$ cat src/rtl/stage_ex_if.sv
// Execute-stage bundle: decode-side operands in, EX->MEM outputs back, plus the
// stall pair (mem_stall from stage_mem, set_stall towards decode).
// master = the side that drives operands (decode/bench); slave = stage_ex.
interface stage_ex_if #(
  parameter int MEM_OPT_WIDTH = 4,
  parameter int REGADDR_WIDTH = 5
);
  logic [3:0]               alu_opt;
  logic [31:0]              opr_a;
  logic [31:0]              opr_b;
  logic [15:0]              mem_imm;
  logic [31:0]              mem_data_in;
  logic [MEM_OPT_WIDTH-1:0] mem_opt_in;
  logic [REGADDR_WIDTH-1:0] wb_reg_addr_in;
  logic                     mem_stall;
  logic                     set_stall;
  logic [31:0]              alu_result;
  logic [31:0]              mem_addr;
  logic [31:0]              mem_data;
  logic [MEM_OPT_WIDTH-1:0] mem_opt;
  logic [REGADDR_WIDTH-1:0] wb_reg_addr;

  modport master (
    output alu_opt, opr_a, opr_b, mem_imm, mem_data_in, mem_opt_in, wb_reg_addr_in, mem_stall,
    input  set_stall, alu_result, mem_addr, mem_data, mem_opt, wb_reg_addr
  );

  modport slave (
    input  alu_opt, opr_a, opr_b, mem_imm, mem_data_in, mem_opt_in, wb_reg_addr_in, mem_stall,
    output set_stall, alu_result, mem_addr, mem_data, mem_opt, wb_reg_addr
  );
endinterface

$ cat src/rtl/stage_ex.sv
// Execute stage: ALU, load/store effective address, iterative MUL/DIVU/REMU.
// Latency: 1 falling edge for ALU ops; ITER_CYCLES+1 edges of set_stall for MUL/DIVU/REMU.
// Backpressure: mem_stall freezes all output registers; set_stall holds upstream while iterating.
// Ports: clk/rst (sync, active-high, falling-edge state), ex = stage_ex_if.slave bundle.
module stage_ex #(
  parameter int ITER_CYCLES   = 32,
  parameter int MEM_OPT_WIDTH = 4,
  parameter int REGADDR_WIDTH = 5,
  parameter logic [MEM_OPT_WIDTH-1:0] MEM_OPT_NONE = '0
) (
  input  logic     clk,
  input  logic     rst,
  stage_ex_if.slave ex
);
  localparam int CNT_W = $clog2(ITER_CYCLES + 1);

  localparam logic [1:0] ST_IDLE = 2'd0;
  localparam logic [1:0] ST_BUSY = 2'd1;
  localparam logic [1:0] ST_DONE = 2'd2;

  localparam logic [3:0] OP_MUL  = 4'd12;
  localparam logic [3:0] OP_DIVU = 4'd13;
  localparam logic [3:0] OP_REMU = 4'd14;

  logic [1:0]               state;
  logic [CNT_W-1:0]         cnt;
  logic [3:0]               op_q;
  logic [REGADDR_WIDTH-1:0] dest_q;
  // Shared iteration registers.
  //   MUL : r_acc = partial product, r_x = multiplicand (<<1), r_y = multiplier (>>1)
  //   DIV : r_acc = partial remainder, r_x = dividend shifting out / quotient shifting in, r_y = divisor
  logic [31:0] r_acc, r_x, r_y;

  logic [31:0] alu_res;
  logic [31:0] eff_addr;
  logic        is_iter;
  logic [31:0] mul_next;
  logic [32:0] div_sh;
  logic [32:0] div_sub;
  logic        div_ge;
  logic [31:0] iter_res;

  assign ex.set_stall = (state != ST_IDLE);
  assign is_iter      = (ex.alu_opt == OP_MUL) || (ex.alu_opt == OP_DIVU) || (ex.alu_opt == OP_REMU);
  assign eff_addr     = ex.opr_a + {{16{ex.mem_imm[15]}}, ex.mem_imm};

  always_comb begin
    alu_res = '0;
    case (ex.alu_opt)
      4'd0:    alu_res = ex.opr_a + ex.opr_b;
      4'd1:    alu_res = ex.opr_a - ex.opr_b;
      4'd2:    alu_res = ex.opr_a & ex.opr_b;
      4'd3:    alu_res = ex.opr_a | ex.opr_b;
      4'd4:    alu_res = ex.opr_a ^ ex.opr_b;
      4'd5:    alu_res = ~(ex.opr_a | ex.opr_b);
      4'd6:    alu_res = {31'd0, $signed(ex.opr_a) < $signed(ex.opr_b)};
      4'd7:    alu_res = {31'd0, ex.opr_a < ex.opr_b};
      4'd8:    alu_res = ex.opr_a << ex.opr_b[4:0];
      4'd9:    alu_res = ex.opr_a >> ex.opr_b[4:0];
      4'd10:   alu_res = $unsigned($signed(ex.opr_a) >>> ex.opr_b[4:0]);
      4'd11:   alu_res = {ex.opr_b[15:0], 16'h0000};
      4'd15:   alu_res = ex.opr_a;
      default: alu_res = '0;
    endcase
  end

  // One radix-2 step. Restoring divide by zero naturally yields all-ones
  // quotient and remainder == dividend, so no special case is needed.
  always_comb begin
    mul_next = r_acc + (r_y[0] ? r_x : 32'd0);
    div_sh   = {r_acc, r_x[31]};
    div_sub  = div_sh - {1'b0, r_y};
    div_ge   = (div_sh >= {1'b0, r_y});
    iter_res = (op_q == OP_DIVU) ? r_x : r_acc;
  end

  always_ff @(negedge clk) begin
    if (rst) begin
      state          <= ST_IDLE;
      cnt            <= '0;
      op_q           <= '0;
      dest_q         <= '0;
      r_acc          <= '0;
      r_x            <= '0;
      r_y            <= '0;
      ex.alu_result  <= '0;
      ex.mem_addr    <= '0;
      ex.mem_data    <= '0;
      ex.mem_opt     <= MEM_OPT_NONE;
      ex.wb_reg_addr <= '0;
    end else begin
      case (state)
        ST_IDLE: begin
          if (!ex.mem_stall) begin
            ex.mem_addr <= eff_addr;
            ex.mem_data <= ex.mem_data_in;
            if (is_iter) begin
              op_q           <= ex.alu_opt;
              dest_q         <= ex.wb_reg_addr_in;
              r_acc          <= '0;
              r_x            <= ex.opr_a;
              r_y            <= ex.opr_b;
              cnt            <= CNT_W'(ITER_CYCLES);
              state          <= ST_BUSY;
              ex.alu_result  <= '0;
              ex.wb_reg_addr <= '0;
              ex.mem_opt     <= MEM_OPT_NONE;
            end else begin
              ex.alu_result  <= alu_res;
              ex.wb_reg_addr <= ex.wb_reg_addr_in;
              ex.mem_opt     <= ex.mem_opt_in;
            end
          end
        end
        ST_BUSY: begin
          // Iterates regardless of mem_stall; outputs keep the bubble.
          if (op_q == OP_MUL) begin
            r_acc <= mul_next;
            r_x   <= r_x << 1;
            r_y   <= r_y >> 1;
          end else begin
            r_acc <= div_ge ? div_sub[31:0] : div_sh[31:0];
            r_x   <= {r_x[30:0], div_ge};
          end
          cnt <= cnt - 1'b1;
          if (cnt == CNT_W'(1)) begin
            state <= ST_DONE;
          end
        end
        ST_DONE: begin
          if (!ex.mem_stall) begin
            ex.alu_result  <= iter_res;
            ex.wb_reg_addr <= dest_q;
            ex.mem_opt     <= MEM_OPT_NONE;
            state          <= ST_IDLE;
          end
        end
        default: state <= ST_IDLE;
      endcase
    end
  end
endmodule

$ cat src/flat_wrapper.sv
// flat-port wrapper written by rule: the top's interface ports become plain ports
module stage_ex_flat 
#(
  parameter int ITER_CYCLES   = 32,
  parameter int MEM_OPT_WIDTH = 4,
  parameter int REGADDR_WIDTH = 5,
  parameter logic [MEM_OPT_WIDTH-1:0] MEM_OPT_NONE = '0
)
  (clk, rst, ex_alu_opt, ex_opr_a, ex_opr_b, ex_mem_imm, ex_mem_data_in, ex_mem_opt_in, ex_wb_reg_addr_in, ex_mem_stall, ex_set_stall, ex_alu_result, ex_mem_addr, ex_mem_data, ex_mem_opt, ex_wb_reg_addr);
  stage_ex_if #(.MEM_OPT_WIDTH(MEM_OPT_WIDTH), .REGADDR_WIDTH(REGADDR_WIDTH)) ex_i ();
  input  logic clk;
  input  logic rst;
  input wire logic [$bits(ex_i.alu_opt)-1:0] ex_alu_opt;
  input wire logic [$bits(ex_i.opr_a)-1:0] ex_opr_a;
  input wire logic [$bits(ex_i.opr_b)-1:0] ex_opr_b;
  input wire logic [$bits(ex_i.mem_imm)-1:0] ex_mem_imm;
  input wire logic [$bits(ex_i.mem_data_in)-1:0] ex_mem_data_in;
  input wire logic [$bits(ex_i.mem_opt_in)-1:0] ex_mem_opt_in;
  input wire logic [$bits(ex_i.wb_reg_addr_in)-1:0] ex_wb_reg_addr_in;
  input wire logic [$bits(ex_i.mem_stall)-1:0] ex_mem_stall;
  output wire logic [$bits(ex_i.set_stall)-1:0] ex_set_stall;
  output wire logic [$bits(ex_i.alu_result)-1:0] ex_alu_result;
  output wire logic [$bits(ex_i.mem_addr)-1:0] ex_mem_addr;
  output wire logic [$bits(ex_i.mem_data)-1:0] ex_mem_data;
  output wire logic [$bits(ex_i.mem_opt)-1:0] ex_mem_opt;
  output wire logic [$bits(ex_i.wb_reg_addr)-1:0] ex_wb_reg_addr;
  assign ex_i.alu_opt = ex_alu_opt;
  assign ex_i.opr_a = ex_opr_a;
  assign ex_i.opr_b = ex_opr_b;
  assign ex_i.mem_imm = ex_mem_imm;
  assign ex_i.mem_data_in = ex_mem_data_in;
  assign ex_i.mem_opt_in = ex_mem_opt_in;
  assign ex_i.wb_reg_addr_in = ex_wb_reg_addr_in;
  assign ex_i.mem_stall = ex_mem_stall;
  assign ex_set_stall = ex_i.set_stall;
  assign ex_alu_result = ex_i.alu_result;
  assign ex_mem_addr = ex_i.mem_addr;
  assign ex_mem_data = ex_i.mem_data;
  assign ex_mem_opt = ex_i.mem_opt;
  assign ex_wb_reg_addr = ex_i.wb_reg_addr;
  stage_ex #(.ITER_CYCLES(ITER_CYCLES), .MEM_OPT_WIDTH(MEM_OPT_WIDTH), .REGADDR_WIDTH(REGADDR_WIDTH), .MEM_OPT_NONE(MEM_OPT_NONE)) u_core (.clk(clk), .rst(rst), .ex(ex_i));
endmodule
$ cat config.mk
export PLATFORM = sky130hd
export DESIGN_NAME = stage_ex_flat
export DESIGN_NICKNAME = d
export VERILOG_FILES = /design/src/rtl/stage_ex_if.sv /design/src/rtl/stage_ex.sv /design/src/flat_wrapper.sv
export SDC_FILE = /design/constraint.sdc
export NUM_CORES = 1
export LEC_CHECK = 0
export ABC_AREA = 0
export BUFFER_PORTS_ARGS = -buffer_cell sky130_fd_sc_hd__buf_4
export CORE_ASPECT_RATIO = 0.75
export CORE_MARGIN = 4
export CORE_UTILIZATION = 49
export DETAILED_ROUTE_END_ITERATION = 10
export PLACE_DENSITY_LB_ADDON = 0.2
export RECOVER_POWER = 25
export SYNTH_ARGS = -nofsm -noshare
export SYNTH_HDL_FRONTEND = slang
export SYNTH_SLANG_ARGS = --single-unit
$ cat constraint.sdc
create_clock -name clk -period 3.9 [get_ports clk]
set_input_delay 0.39 -clock clk [delete_from_list [all_inputs] [get_ports clk]]
set_output_delay 0.39 -clock clk [all_outputs]
set_load 0.05 [all_outputs]
==> results of run 1 <==
synth_stat cells (43+ instances only):
library cell  count
a211oi_1        115
a21o_1           60
a21oi_1         359
and2_1           43
clkbuf_1        150
dfxtp_1         218
ha_1            209
inv_1           157
mux2i_1          64
mux4_2           43
nand2_1         341
nand3_1          75
nor2_1          365
nor3_1           72
o21ai_0         174
xnor2_1          51
per-layer routing:
layer,GRT overflow,GRT usage (%)
met2,23,83.7
met4,41,57.3
met3,11,57.1
met1,6,74.8
met5,1,34.1
cells by family after synthesis:
logic type,share of synthesized area [%]
adders and majority gates,11.4
AOI/OAI and AO/OA,33.0
buffers and inverters,6.47
xor gates and xnor gates,3.05
muxes,7.59
and+or+nand+nor,20.2
DFF,18.3
per-stage QoR:
step | instances | utilization (%)
detailed placement | 4689 | 67.1
global placement | 4689 | 67.1
CTS | 5023 | 75.0
floorplan | 3247 | -
timing repair:
| action | 4_1_cts |
|---|---|
| endpoints found under the hold margin | 0 |
| resized for setup | 300 |
| buffers inserted | 73 |
| setup endpoints to repair | 59 |
| pin swaps | 142 |
| cloned | 6 |
==> impl_metrics.py, run 1 <==
metrics = {
    "yosys": {
        "synth_area_per_cell_um2": 7.34,
        "yosysTopAreaCellShare_pct": 18.3,
        "synth_area_leaders": "dfxtp_1 18%, ha_1 11%, a21oi_1 7.5%, nor2_1 5.8%, nand2_1 5.4%",
        "yosysUniqueCellTypes": 103,
        "synth_edf_count": 0,
        "ys_ff_latch": 218,
        "netlist_instances": 3247,
        "syn-num-nets": 3589,
        "synth_top_area_cell": "dfxtp_1",
        "async_flop_share_pct": 0,
        "yosysSeqAreaShare_pct": 18.3,
        "synthFlopType": "dfxtp_1",
        "synth_area_um2": 23800,
        "ys_warn_count": 0,
    },
    "die": {
        "initial_core_util_pct": 49.9,
        "dieWidth_um": 263,
        "pin_count": 234,
        "die_height_um": 199,
        "num_rows": 69,
    },
    "run_status": {
        "stop_error": "[ERROR GRT-0232] Routing congestion too high. Check the congestion heatmap in the GUI.",
        "stop_stage": "global routing (5_1_grt)",
        "outcome": "aborted with a tool error",
    },
    "clock_tree": {
        "htree_levels": 1,
        "cts_hold_buffers": 0,
        "cts-root-buf": "clkbuf_16",
        "cts_buffers": 27,
        "clock_sinks": 218,
        "clockBufferDepth": 3,
    },
    "place": {
        "place.gp.congestion": 1.15,
        "dpl_cell_area_um2": 32000,
        "place_ws_ns": -1.73,
        "numPortBuffers": 233,
        "dp_hpwl_um": 101000,
    },
    "global_routing": {
        "grt-ovfl-total": 82,
        "grt_max_degree": 68,
        "grt_usage_pct": 69.9,
        "antenna_found_initial": 25,
    },
    "timing": {
        "grt-worst-endpoint": "u_core.ex.mem_addr[20]$_SDFFE_NP0P_/D",
        "endpoint_type": "register data pin",
    },
}
==> run 2, diff against run 1 <==
--- a/config.mk
+++ b/config.mk
@@ -7,11 +7,10 @@
 export LEC_CHECK = 0
 export ABC_AREA = 0
 export BUFFER_PORTS_ARGS = -buffer_cell sky130_fd_sc_hd__buf_4
-export CORE_ASPECT_RATIO = 0.75
 export CORE_MARGIN = 4
-export CORE_UTILIZATION = 49
+export CORE_UTILIZATION = 34
 export DETAILED_ROUTE_END_ITERATION = 10
-export PLACE_DENSITY_LB_ADDON = 0.2
+export PLACE_DENSITY_LB_ADDON = 0.15
 export RECOVER_POWER = 25
 export SYNTH_ARGS = -nofsm -noshare
 export SYNTH_HDL_FRONTEND = slang
==> constraint.sdc (replaced) <==
create_clock -name clk -period 5.05 [get_ports clk]
set_input_delay 0.505 -clock clk [delete_from_list [all_inputs] [get_ports clk]]
set_output_delay 0.505 -clock clk [all_outputs]
set_load 0.05 [all_outputs]
==> run 2 against run 1 <==
Synthesized cell count did not move. Area after synthesis did not move. The flow now finishes, with violations (capacitance limit, slew limit, setup timing).
==> impl_metrics.py, run 2 <==
metrics = {
    "routing": {
        "ant_nets": 0,
        "drt-initial-drc-count": 3051,
        "routedWlPerCell_um": 24.6,
        "firstDrtPassIters": 8,
        "dr_total_vias": 30500,
        "drc": 0,
        "drt-vias-per-instance": 5.80,
        "routed_wirelength_um": 129000,
    },
    "yosys": {
        "synthTopCellsByCount": "365 x nor2_1, 359 x a21oi_1, 341 x nand2_1",
        "ys_warn_count": 0,
        "ys_ff_latch": 218,
        "synthFlopType": "dfxtp_1",
        "async_flop_share_pct": 0,
        "syn-num-nets": 3589,
        "synth_area_um2": 23800,
        "yosysMostFrequentCell": "nor2_1",
        "netlist_instances": 3247,
        "synth_top_area_cell": "dfxtp_1",
        "synth_area_leaders": "dfxtp_1 18%, ha_1 11%, a21oi_1 7.5%, nor2_1 5.8%, nand2_1 5.4%",
        "synth_edf_count": 0,
        "yosysTopAreaCellShare_pct": 18.3,
        "yosysUniqueCellTypes": 103,
        "synth_area_per_cell_um2": 7.34,
        "yosysSeqAreaShare_pct": 18.3,
    },
    "timing": {
        "final.setup.worst_slack_ns": -0.210,
        "clock_skew_ns": 0.0282,
        "fin_hold_ws_ns": 0.449,
        "setup_viol": 43,
        "slew-limit-headroom_pct": -5.56,
        "hold_viol": 0,
        "max_slew.worst_pin.slew_ns": 1.58,
        "drv_slew": 61,
        "rsz0062_at_grt": "true",
    },
    "clock_tree": {
        "cts_hold_buffers": 0,
        "clock_sinks": 218,
        "cts_tree": "yes",
        "cts_buffers": 29,
        "htree_levels": 1,
        "cts-root-buf": "clkbuf_16",
        "path_clk_slew_ns": 0.04,
        "clk_latency_ns": 0.64,
        "clockBufferDepth": 3,
    },
    "power_and_ir_drop": {
        "peakVddDrop_v": 0.000253,
        "p_leak_nw": 16.4,
        "p_total_mw": 8.80,
        "pwr_density_cell_nw_per_um2": 249,
    },
    "die": {
        "num_rows": 96,
        "die_area_um2": 74400,
        "pin_count": 234,
        "dieWidth_um": 273,
        "die_height_um": 273,
        "initial_core_util_pct": 34.5,
        "core_um2": 69100,
    },
    "global_routing": {
        "grt_usage_pct": 33.0,
        "grt_max_degree": 68,
        "grt_pass1_vias": 29400,
        "grt-ovfl-total": 0,
        "antenna_found_initial": 1,
        "grt_pass1_wl_um": 188000,
    },
    "cells_and_area": {
        "postLayoutCoreUtil_pct": 51.2,
        "fin_nets": 4650,
        "design_area_um2": 35300,
        "layout-drive-gt1-share_pct": 31.7,
        "area_delta_synth_final_pct": 48.4,
        "layout_common_cells": "954 x buf_4, 358 x inv_1, 357 x nor2_1",
        "n_antenna_cell": 0,
        "final_common_cell": "buf_4",
    },
    "worst_setup_path": {
        "crit_required_ns": 3.04,
        "crit_type": "input port to flop",
        "start_kind": "input port",
        "worstPathArrival_ns": 3.25,
        "critPathMaxFanout": 3,
        "endpoint_kind": "flop",
    },
    "place": {
        "place.gp.congestion": 1.03,
        "dp_hpwl_um": 103000,
        "dpl_cell_area_um2": 32100,
        "numPortBuffers": 233,
    },
    "flow_run": {
        "drv_cap": 1,
    },
    "worst_hold_path": {
        "hold_class": "flop to flop",
    },
    "run_status": {
        "outcome": "finished with violations",
        "violations": "capacitance limit, slew limit, setup timing",
    },
}
## run 2: cell counts after synthesis
No cell type changed its count.
## run 2: final timing paths
check,startpoint,endpoint,slack (ns),depth (start not counted)
worst max-delay path,ex_opr_b[0],u_core.ex.alu_result[20]$_SDFFE_NP0P_,-0.21,13
worst min-delay path,u_core.ex.mem_data[4]$_SDFFE_NP0P_,u_core.ex.mem_data[4]$_SDFFE_NP0P_,0.45,2
worst max register to register,u_core.r_x[31]$_SDFFE_NP0P_,u_core.r_acc[30]$_SDFFE_NP0P_,1.12,13
worst min register to register,u_core.ex.mem_data[4]$_SDFFE_NP0P_,u_core.ex.mem_data[4]$_SDFFE_NP0P_,0.45,2
## run 2: cell type report
cell class                 count  area [µm²]
clock buffer                  29         726
fill                        7030       33700
multi-input combinational   2652       19300
sequential                   218        4360
inverter                     161         653
clock inverter               242        1120
tap                          931        1160
timing repair buffer        1028        8040
## run 2: per-layer routing
| layer | wire length (µm) | vias up | global-route usage (%) |
|---|---|---|---|
| met1 | 55400 | 14600 | 44.7 |
| met4 | 6670 | 2 | 15.0 |
| met5 | 11 | - | 0 |
| met3 | 12900 | 272 | 8.50 |
| li1 | - | 14100 | - |
| met2 | 54500 | 1555 | 49.4 |
## run 2: kinds of logic after synthesis
logic type | count (synthesis) | synth area share, %
mux | 124 | 7.59
fa+ha+maj | 214 | 11.4
compound gates | 1164 | 33.0
simple gates | 1067 | 20.2
flops | 218 | 18.3
buf+inv | 377 | 6.47
xor+xnor | 83 | 3.05
## run 2: report_power, final
part	total [mW]	internal (mW)	switching, mW
Combinational	3.83	1.59	2.24
Clock	2.99	1.60	1.39
Sequential	1.98	1.87	0.114
## run 2: what timing repair did
| item | in CTS | in global routing |
|---|---|---|
| hold endpoints to repair | 0 | 0 |
| endpoints found under the setup margin | 39 | 46 |
| setup buffers | 18 | 25 |
| gates cloned | 0 | 2 |
| pin swaps | 39 | 73 |
| resized for setup | 137 | 136 |
## run 2: metrics by stage
stage,instances,worst slack [ns],TNS (ns)
global route,5261,-0.296,-9.25
finish,5261,-0.210,-4.00
global placement,4951,-1.06,-38.64
CTS,5237,-0.184,-1.50
detailed placement,4951,-1.04,-39.03
floorplan,3247,-0.989,-15.89
## run 2: critical path: stages
cell       delay [ns]
buf_6            0.10
ha_4             0.16
fa_2             0.42
o21bai_4         0.18
a311oi_4         0.13
a211oi_4         0.36
a2111oi_4        0.15
o31ai_4          0.32
buf_4            0.19
a21boi_4         0.05
a2111oi_4        0.36
o32ai_2          0.14
a21o_1           0.17
(Power assumes the default switching activity.)
